==> config.mk <==
export PLATFORM = sky130hd
export DESIGN_NAME = popcount_tree_pipe
export DESIGN_NICKNAME = d
export VERILOG_FILES = /design/src/rtl/popcount_tree_pipe.sv
export SDC_FILE = /design/constraint.sdc
export NUM_CORES = 1
export LEC_CHECK = 0
export CAP_MARGIN = 20
export CORE_ASPECT_RATIO = 0.8
export CORE_UTILIZATION = 50
export CTS_CLUSTER_DIAMETER = 120
export DETAILED_ROUTE_END_ITERATION = 8
export PLACE_DENSITY = 0.77
export SYNTH_ARGS = -nofsm -noshare
export SYNTH_HDL_FRONTEND = slang
export SYNTH_SLANG_ARGS = --single-unit
==> constraint.sdc <==
create_clock -name clk -period 3.57 [get_ports clk]
set_input_delay 1.071 -clock clk [delete_from_list [all_inputs] [get_ports clk]]
set_output_delay 1.071 -clock clk [all_outputs]
set_load 0.01 [all_outputs]
==> src/rtl/popcount_tree_pipe.sv <==
// Pipelined population count built from 5:3 compressors, with an optional
// saturating multi-beat accumulator and valid/ready handshakes on both sides.
module popcount_tree_pipe #(
  parameter int N     = 17,
  parameter int ACC_W = 16
) (
  input  logic             clk,
  input  logic             rst_n,
  input  logic             in_valid,
  output logic             in_ready,
  input  logic [N-1:0]     in_data,
  input  logic             in_mode,
  input  logic             in_last,
  output logic             out_valid,
  input  logic             out_ready,
  output logic [ACC_W-1:0] out_count,
  output logic             out_last,
  output logic             out_sat
);

  localparam int CW = $clog2(N + 1);
  localparam int NG = (N + 3) / 4;
  localparam int NP = NG * 4;
  localparam int AW = ACC_W + 1;

  // Count of five bits as a 3-bit value: two full adders feed a half adder on weight 2.
  function automatic logic [2:0] compress_5_3(input logic [3:0] bits, input logic cin);
    logic s1, c1, s0, c2;
    s1 = bits[0] ^ bits[1] ^ bits[2];
    c1 = (bits[0] & bits[1]) | (bits[0] & bits[2]) | (bits[1] & bits[2]);
    s0 = s1 ^ bits[3] ^ cin;
    c2 = (s1 & bits[3]) | (s1 & cin) | (bits[3] & cin);
    return {c1 & c2, c1 ^ c2, s0};
  endfunction

  // Returns {clamped_flag, value}; acc never exceeds 2^ACC_W-1, so bit ACC_W of the raw sum is the overflow.
  function automatic logic [AW-1:0] sat_add(input logic [AW-1:0] acc, input logic [CW-1:0] pc);
    logic [AW-1:0] sum;
    sum = acc + AW'(pc);
    if (sum[ACC_W]) return {1'b1, {ACC_W{1'b1}}};
    return {1'b0, sum[ACC_W-1:0]};
  endfunction

  logic stall;

  logic             vld_p0_q, vld_p0_d;
  logic [N-1:0]     data_p0_q, data_p0_d;
  logic             mode_p0_q, mode_p0_d;
  logic             last_p0_q, last_p0_d;

  logic             vld_p1_q, vld_p1_d;
  logic [3*NG-1:0]  part_p1_q, part_p1_d;
  logic             mode_p1_q, mode_p1_d;
  logic             last_p1_q, last_p1_d;

  logic             vld_p2_q, vld_p2_d;
  logic [CW-1:0]    pc_p2_q, pc_p2_d;
  logic             mode_p2_q, mode_p2_d;
  logic             last_p2_q, last_p2_d;

  logic             out_valid_q, out_valid_d;
  logic [ACC_W-1:0] out_count_q, out_count_d;
  logic             out_last_q, out_last_d;
  logic             out_sat_q, out_sat_d;
  logic [AW-1:0]    acc_q, acc_d;
  logic             sticky_q, sticky_d;

  logic [NP-1:0]    padded;
  logic [CW-1:0]    pc_sum;
  logic [AW-1:0]    sat_res;

  assign stall     = out_valid_q && !out_ready;
  assign in_ready  = !stall;
  assign out_valid = out_valid_q;
  assign out_count = out_count_q;
  assign out_last  = out_last_q;
  assign out_sat   = out_sat_q;

  // Stage p0: input capture
  always_comb begin
    vld_p0_d  = vld_p0_q;
    data_p0_d = data_p0_q;
    mode_p0_d = mode_p0_q;
    last_p0_d = last_p0_q;
    if (!stall) begin
      vld_p0_d  = in_valid;
      data_p0_d = in_data;
      mode_p0_d = in_mode;
      last_p0_d = in_last;
    end
  end

  // Stage p1: per-nibble 5:3 compression, carry-in tied low
  always_comb begin
    padded         = '0;
    padded[N-1:0]  = data_p0_q;
    vld_p1_d       = vld_p1_q;
    part_p1_d      = part_p1_q;
    mode_p1_d      = mode_p1_q;
    last_p1_d      = last_p1_q;
    if (!stall) begin
      vld_p1_d  = vld_p0_q;
      mode_p1_d = mode_p0_q;
      last_p1_d = last_p0_q;
      for (int g = 0; g < NG; g++) begin
        part_p1_d[3*g +: 3] = compress_5_3(padded[4*g +: 4], 1'b0);
      end
    end
  end

  // Stage p2: sum of partial counts
  always_comb begin
    pc_sum = '0;
    for (int g = 0; g < NG; g++) begin
      pc_sum = pc_sum + CW'(part_p1_q[3*g +: 3]);
    end
    vld_p2_d  = vld_p2_q;
    pc_p2_d   = pc_p2_q;
    mode_p2_d = mode_p2_q;
    last_p2_d = last_p2_q;
    if (!stall) begin
      vld_p2_d  = vld_p1_q;
      pc_p2_d   = pc_sum;
      mode_p2_d = mode_p1_q;
      last_p2_d = last_p1_q;
    end
  end

  // Output stage: per-beat result or saturating accumulation
  always_comb begin
    sat_res     = sat_add(acc_q, pc_p2_q);
    out_valid_d = out_valid_q;
    out_count_d = out_count_q;
    out_last_d  = out_last_q;
    out_sat_d   = out_sat_q;
    acc_d       = acc_q;
    sticky_d    = sticky_q;
    if (!stall) begin
      out_valid_d = vld_p2_q && (!mode_p2_q || last_p2_q);
      if (vld_p2_q) begin
        if (!mode_p2_q) begin
          out_count_d = ACC_W'(pc_p2_q);
          out_last_d  = last_p2_q;
          out_sat_d   = 1'b0;
        end else if (last_p2_q) begin
          out_count_d = sat_res[ACC_W-1:0];
          out_last_d  = 1'b1;
          out_sat_d   = sticky_q | sat_res[ACC_W];
          acc_d       = '0;
          sticky_d    = 1'b0;
        end else begin
          acc_d    = {1'b0, sat_res[ACC_W-1:0]};
          sticky_d = sticky_q | sat_res[ACC_W];
        end
      end
    end
  end

  always_ff @(posedge clk or negedge rst_n) begin
    if (!rst_n) begin
      vld_p0_q    <= 1'b0;
      vld_p1_q    <= 1'b0;
      vld_p2_q    <= 1'b0;
      out_valid_q <= 1'b0;
      out_count_q <= '0;
      out_last_q  <= 1'b0;
      out_sat_q   <= 1'b0;
      acc_q       <= '0;
      sticky_q    <= 1'b0;
    end else begin
      vld_p0_q    <= vld_p0_d;
      vld_p1_q    <= vld_p1_d;
      vld_p2_q    <= vld_p2_d;
      out_valid_q <= out_valid_d;
      out_count_q <= out_count_d;
      out_last_q  <= out_last_d;
      out_sat_q   <= out_sat_d;
      acc_q       <= acc_d;
      sticky_q    <= sticky_d;
    end
  end

  // Payload registers are qualified by the valids, so they need no reset.
  always_ff @(posedge clk) begin
    data_p0_q <= data_p0_d;
    mode_p0_q <= mode_p0_d;
    last_p0_q <= last_p0_d;
    part_p1_q <= part_p1_d;
    mode_p1_q <= mode_p1_d;
    last_p1_q <= last_p1_d;
    pc_p2_q   <= pc_p2_d;
    mode_p2_q <= mode_p2_d;
    last_p2_q <= last_p2_d;
  end

endmodule

# --- Word-level counts from Yosys, hierarchy flattened ---
# Index checks and enable logic that the tools add are counted.
word_totals:
  inputBits: 23
  wordCells: 89
  reg_bits: 81
classes:
  n_mux: 11
  bitwise_logic: 46
  n_reduce_logical: 8
  n_addsub: 5
  eq_ne: 1
ops:
  columns: ["cell", "n"]
  rows:
  - ["$mux 16", 3]
  - ["$mux 17", 2]
  - ["$and 1x1->1", 20]
  - ["$add 17x5->17", 1]
  - ["$xor 1x1->1", 16]
  - ["$or 1x1->1", 9]
  - ["$mux 1", 6]
  - ["$reduce_and 3->1", 2]
  - ["$add 4x3->5", 1]
  - ["$add 5x1->5", 1]
  - ["$add 5x3->5", 1]
  - ["$add 3x3->4", 1]
  - ["$logic_not 1->1", 3]
  - ["$logic_and 1x1->1", 2]
  - ["$ne 2x1->1 const B", 1]
  - ["$logic_or 1x1->1", 1]
  - ["$not 1->1", 1]

# --- Depth between registers and ports, before layout ---
# Gate-level depths: netlist of run 1.
depth:
  depth_word: 6
  mapped_depth: 8

# --- Worst setup path before layout of run 1 ---
# No wires, ideal clock.
synth_timing:
  path_kind: "input-to-reg"
  from: "input port out_ready"
  to: "register acc_q[15]"
  arrival_ns: 2.642
  stages: 6
  path_slack_ns: 0.786
  path_cell_list: "nor2b_2 inv_2 nand3_2 a211oi_4 nor2b_4 a311oi_2"
synth_between:
  elab_chain_len: 4
synth_rtl:
  columns: ["element", "line", "source"]
  rows:
  - ["start, declared", "15", "input logic out_ready,"]
  - ["$logic_not 1->1", "72", "assign stall = out_valid_q && !out_ready;"]
  - ["$logic_and 1x1->1", "72", null]
  - ["$not 1->1 (no line)", null, null]
  - ["$reduce_and 3->1 (no line)", null, null]
  - ["end signal, assigned", "168", "acc_q <= '0;"]
  - ["end signal, assigned", "178", "acc_q <= acc_d;"]
  - ["end, declared", "65", "logic [AW-1:0] acc_q, acc_d;"]
# Every way passes these cells.
# A chain may end at the register's enable or synchronous reset.

# --- Worst setup path after layout of run 1 ---
layout_timing:
  from: "input port out_ready"
  to: "output port in_ready"
layout_between:
  elab_chain_len: 3
layout_rtl:
  columns: ["element", "line", "source"]
  rows:
  - ["$logic_not 1->1", "72", null]
  - ["$logic_and 1x1->1", "72", null]
  - ["$logic_not 1->1", null, null]
  - ["end, declared", "10", "output logic in_ready,"]
# Every way passes these cells.

==> summary.md, run 1 <==
| Metric | Value |
|---|---|
| Gpl congestion | between 0.8 and 0.9 |
| Worst-case clock buffer depth | 2 |
| Fin crit period | 3.29 ns |
| Final Cell Area | between 4000 and 5000 um2 |
| Setup Viol. Count Final | 0 |
| # Post-CTS Setup Buffers | 0 |
| RSZ-0062 raised after global routing | no |
| Wirelength per Cell | 15.2 um |
| Final Cycle Share | 92.3% |
| Fmax | between 300 and 400 MHz |
| IO Pins | 43 |
| Rel. slew slack | between 40% and 50% |
| CP Max Fanout | 3 |
| Syn Inst Count | between 300 and 400 |
| CTS Hold Bufs | 0 |
| Total grt overflow | 0 |
| Reg clk slew, reported paths | about 0.08 ns |
| Routed vias/inst | 5.39 |
| Synth Net Count | about 380 |
| Layout cells sized above 1 | between 10 and 15% |
| Via count | between 2,000 and 3,000 |
| Initial DRC count | between 100 and 150 |
| Num rows | 28 |
| Compound-gate portion of the synthesized area | 13.9% |
| Final Skew | between 0.007 and 0.008 ns |
| Worst min path class | reg -> reg |
| Mux share of post-synthesis cell area | 1.10% |
| Synth warn | 0 |
| Chip width | between 100 and 150 um |
| Crit path required time | ~2.5 ns |
| DR pass1 iterations | 4 |
| # placed instances | between 400 and 500 |
| Worst slew pin tran | between 0.8 and 0.9 ns |
| Peak supply drop | approximately 0.0004 V |
| Util after Layout | between 60% and 70% |
| DP Wirelength | between 5000 and 6000 um |
| CP Data Arrival Time | between 2 and 2.5 ns |
| Sequential cell area fraction in the yosys report | about 55% |
| Cts bufs inserted | 9 |
| Final nets | approximately 430 |
| CP Class | in -> out |
| Clock sink count | 80 |
| Die area | around 8300 um2 |
| Post-Layout Cell Count | slightly below 500 |
| Clock tree root buffer cell | clkbuf_8 |
| Global-route track usage on met1 | ~28% |
| Status | finished, final reports clean |
| Initial antenna violation count | 0 |
| Die H | a little over 80 um |
| Placed instance area | between 4000 and 5000 um2 |
| Resize count post-CTS | 0 |
| Area Growth Syn to Fin | 18.6% |
| CTS tree | yes |
| Critical path startpoint category | input port |
| ANT cells | 0 |
| GR peak layer | met2 |
| M2 GR Usage | between 30% and 40% |
| M3 GR Usage | 5.53% |
| Count of final max-slew check failures | 0 |
| Post-Synth Simple-Gate Area | a little under an eighth |
| Adder-cell share of the synthesized area | roughly 11% |
| DRC viols | 0 |
| Largest net degree at the start of global routing | 42 |
| Port Buf Inserts | 42 |
| GRT Overall Usage | 20.4% |
| Max-Cap Viols | 0 |
| Number of global-route vias before repair | between 2,000 and 3,000 |
| Leakage power | 2.07 nW |
| Netlist cell types | a little under 60 |
| PwrDens | approximately 770 nW/um2 |
| Core ar. | approximately 7600 um2 |
| Most frequent cells in the layout | edfxtp_1 (41), clkdlybuf4s50_1 (41), dfrtp_1 (39) |
| First-pass GRT wire length | 12,700 um |
| Avg Cell Area, Syn | ~12 um2 |
| Antenna Violating Nets Remaining | 0 |
| Endpoint class of the critical path | primary output |
| H-tree depth | 3 |
| Initial Util | roughly 53% |
| TNS Setup | 0 ns |
| Post-Synth XOR/XNOR Area | between 1.5 and 2% |
| Final Hold Viols | 0 |
| Final wirelength | 7460 um |
| Main combinational cell family by area after synthesis | compound AO/OA/AOI/OAI gates |
| #FFs+latches synth | 80 |
| Clock Latency Late Sink | 0.34 ns |
| Fin Hold WS | between 0.4 and 0.5 ns |
| Syn Std Cell Area | about 4000 um2 |
area by class of cell:
type / instances / area [um2]
Multi-Input combinational cell: 206 / 1570
Fill cell: 609 / 2850
Inverter: 35 / 131
Tap cell: 105 / 131
Sequential cell: 80 / 2210
Clock buffer: 9 / 124
Clock inverter: 7 / 93.8
Timing Repair Buffer: 48 / 460
flip-flops by register name (all words and copies together), names as in the netlist, 5 cells and up:
name	flops
data_p0_q	17
acc_q	16
out_count	16
part_p1_q	13
pc_p2_q	5
report_power, final:
part           total [W]  leakage [nW]  internal [W]  switching (W)
sequential       0.00149         0.945       0.00134       0.000150
combinational    0.00143          1.02      0.000604       0.000824
clock           0.000725         0.108      0.000395       0.000330
metrics by stage:
step | total power [W] | setup slack, ns
floorplan | 0.00248 | 0.786
global placement | 0.00286 | 0.305
detailed placement | 0.00294 | 0.268
CTS | 0.00368 | 0.254
global route | 0.00394 | 0.223
finish | 0.00364 | 0.276
critical path, cell delays in order:
cell and delay, ns:
clkdlybuf4s50_1 0.42, nor2b_2 0.19, inv_2 0.06, clkdlybuf4s50_1 0.47
kinds of logic (layout without fill, tap and decap cells):
| logic type | Yosys count | count (layout) |
|---|---|---|
| DFF | 80 | 80 |
| adders and majority gates | 28 | 28 |
| xor gates and xnor gates | 7 | 7 |
| AOI/OAI and AO/OA | 76 | 76 |
| muxes | 4 | 4 |
| buffers and inverters | 47 | 99 |
| and+or+nand+nor | 91 | 91 |
cells in the mapped netlist, drive strengths merged:
| cell | instances | area share [%] |
|---|---|---|
| nor2b | 2 | 0.57 |
| o21ai | 17 | 2.2 |
| a31oi | 5 | 0.79 |
| nand3b | 4 | 0.85 |
| a21oi | 26 | 3.4 |
| nand4 | 5 | 0.94 |
| mux2 | 3 | 0.85 |
| buf | 9 | 1.4 |
| and2b | 1 | 0.19 |
| nand2 | 29 | 2.9 |
| o22ai | 2 | 0.66 |
| nand4b | 2 | 0.44 |
| and2 | 4 | 0.63 |
| nor2 | 27 | 2.6 |
| or3 | 1 | 0.16 |
| o21a | 3 | 0.57 |
| a211oi | 3 | 1.1 |
| a41o | 1 | 0.25 |
| and4 | 2 | 0.44 |
| fa | 12 | 6.0 |
| o31ai | 1 | 0.19 |
| a41oi | 2 | 0.44 |
| xor2 | 4 | 0.88 |
| a2111oi | 2 | 1.1 |
| a31o | 2 | 0.44 |
| dfrtp | 39 | 25 |
| ha | 16 | 5.0 |
| mux2i | 1 | 0.25 |
| a22o | 2 | 0.44 |
| xnor2 | 3 | 0.66 |
| inv | 35 | 3.3 |
| clkbuf | 3 | 0.28 |
| and3 | 4 | 0.66 |
| o22a | 2 | 0.47 |
| a22oi | 1 | 0.19 |
| a21o | 5 | 0.94 |
| edfxtp | 41 | 31 |
| nand3 | 8 | 1.1 |
| nor3 | 2 | 0.38 |
| a311oi | 2 | 0.75 |
path summary, 6_finish.rpt:
check	from	end	slack, ns	cells after the start
worst max-delay path	out_ready	in_ready	0.28	4
worst min-delay path	last_p0_q$_DFFE_PN_	last_p1_q$_DFFE_PN_	0.43	0
worst max register to register	pc_p2_q[0]$_DFFE_PN_	acc_q[13]$_DFFE_PN0P_	1.12	7
worst min register to register	last_p0_q$_DFFE_PN_	last_p1_q$_DFFE_PN_	0.43	0
max in group asynchronous	rst_n	acc_q[2]$_DFFE_PN0P_	2.19	1
min in group asynchronous	rst_n	acc_q[9]$_DFFE_PN0P_	0.84	1
metal layers:
layer  up-vias  share of wire (%)
met2       105                 47
met4         0                1.1
li1       1267                  -
met3         8                6.9
met1      1263                 45
met5         -                  0
Note: power is estimated with default switching activity, not from simulation.
==> inputs of run 2 (changes only) <==
--- a/config.mk
+++ b/config.mk
@@ -11,6 +11,7 @@
 export CTS_CLUSTER_DIAMETER = 120
 export DETAILED_ROUTE_END_ITERATION = 8
 export PLACE_DENSITY = 0.77
+export SKIP_CTS_REPAIR_TIMING = 1
 export SYNTH_ARGS = -nofsm -noshare
 export SYNTH_HDL_FRONTEND = slang
 export SYNTH_SLANG_ARGS = --single-unit
==> results of run 2 <==
Same layout as run 1: the final DEF is identical, and so are final timing and power.
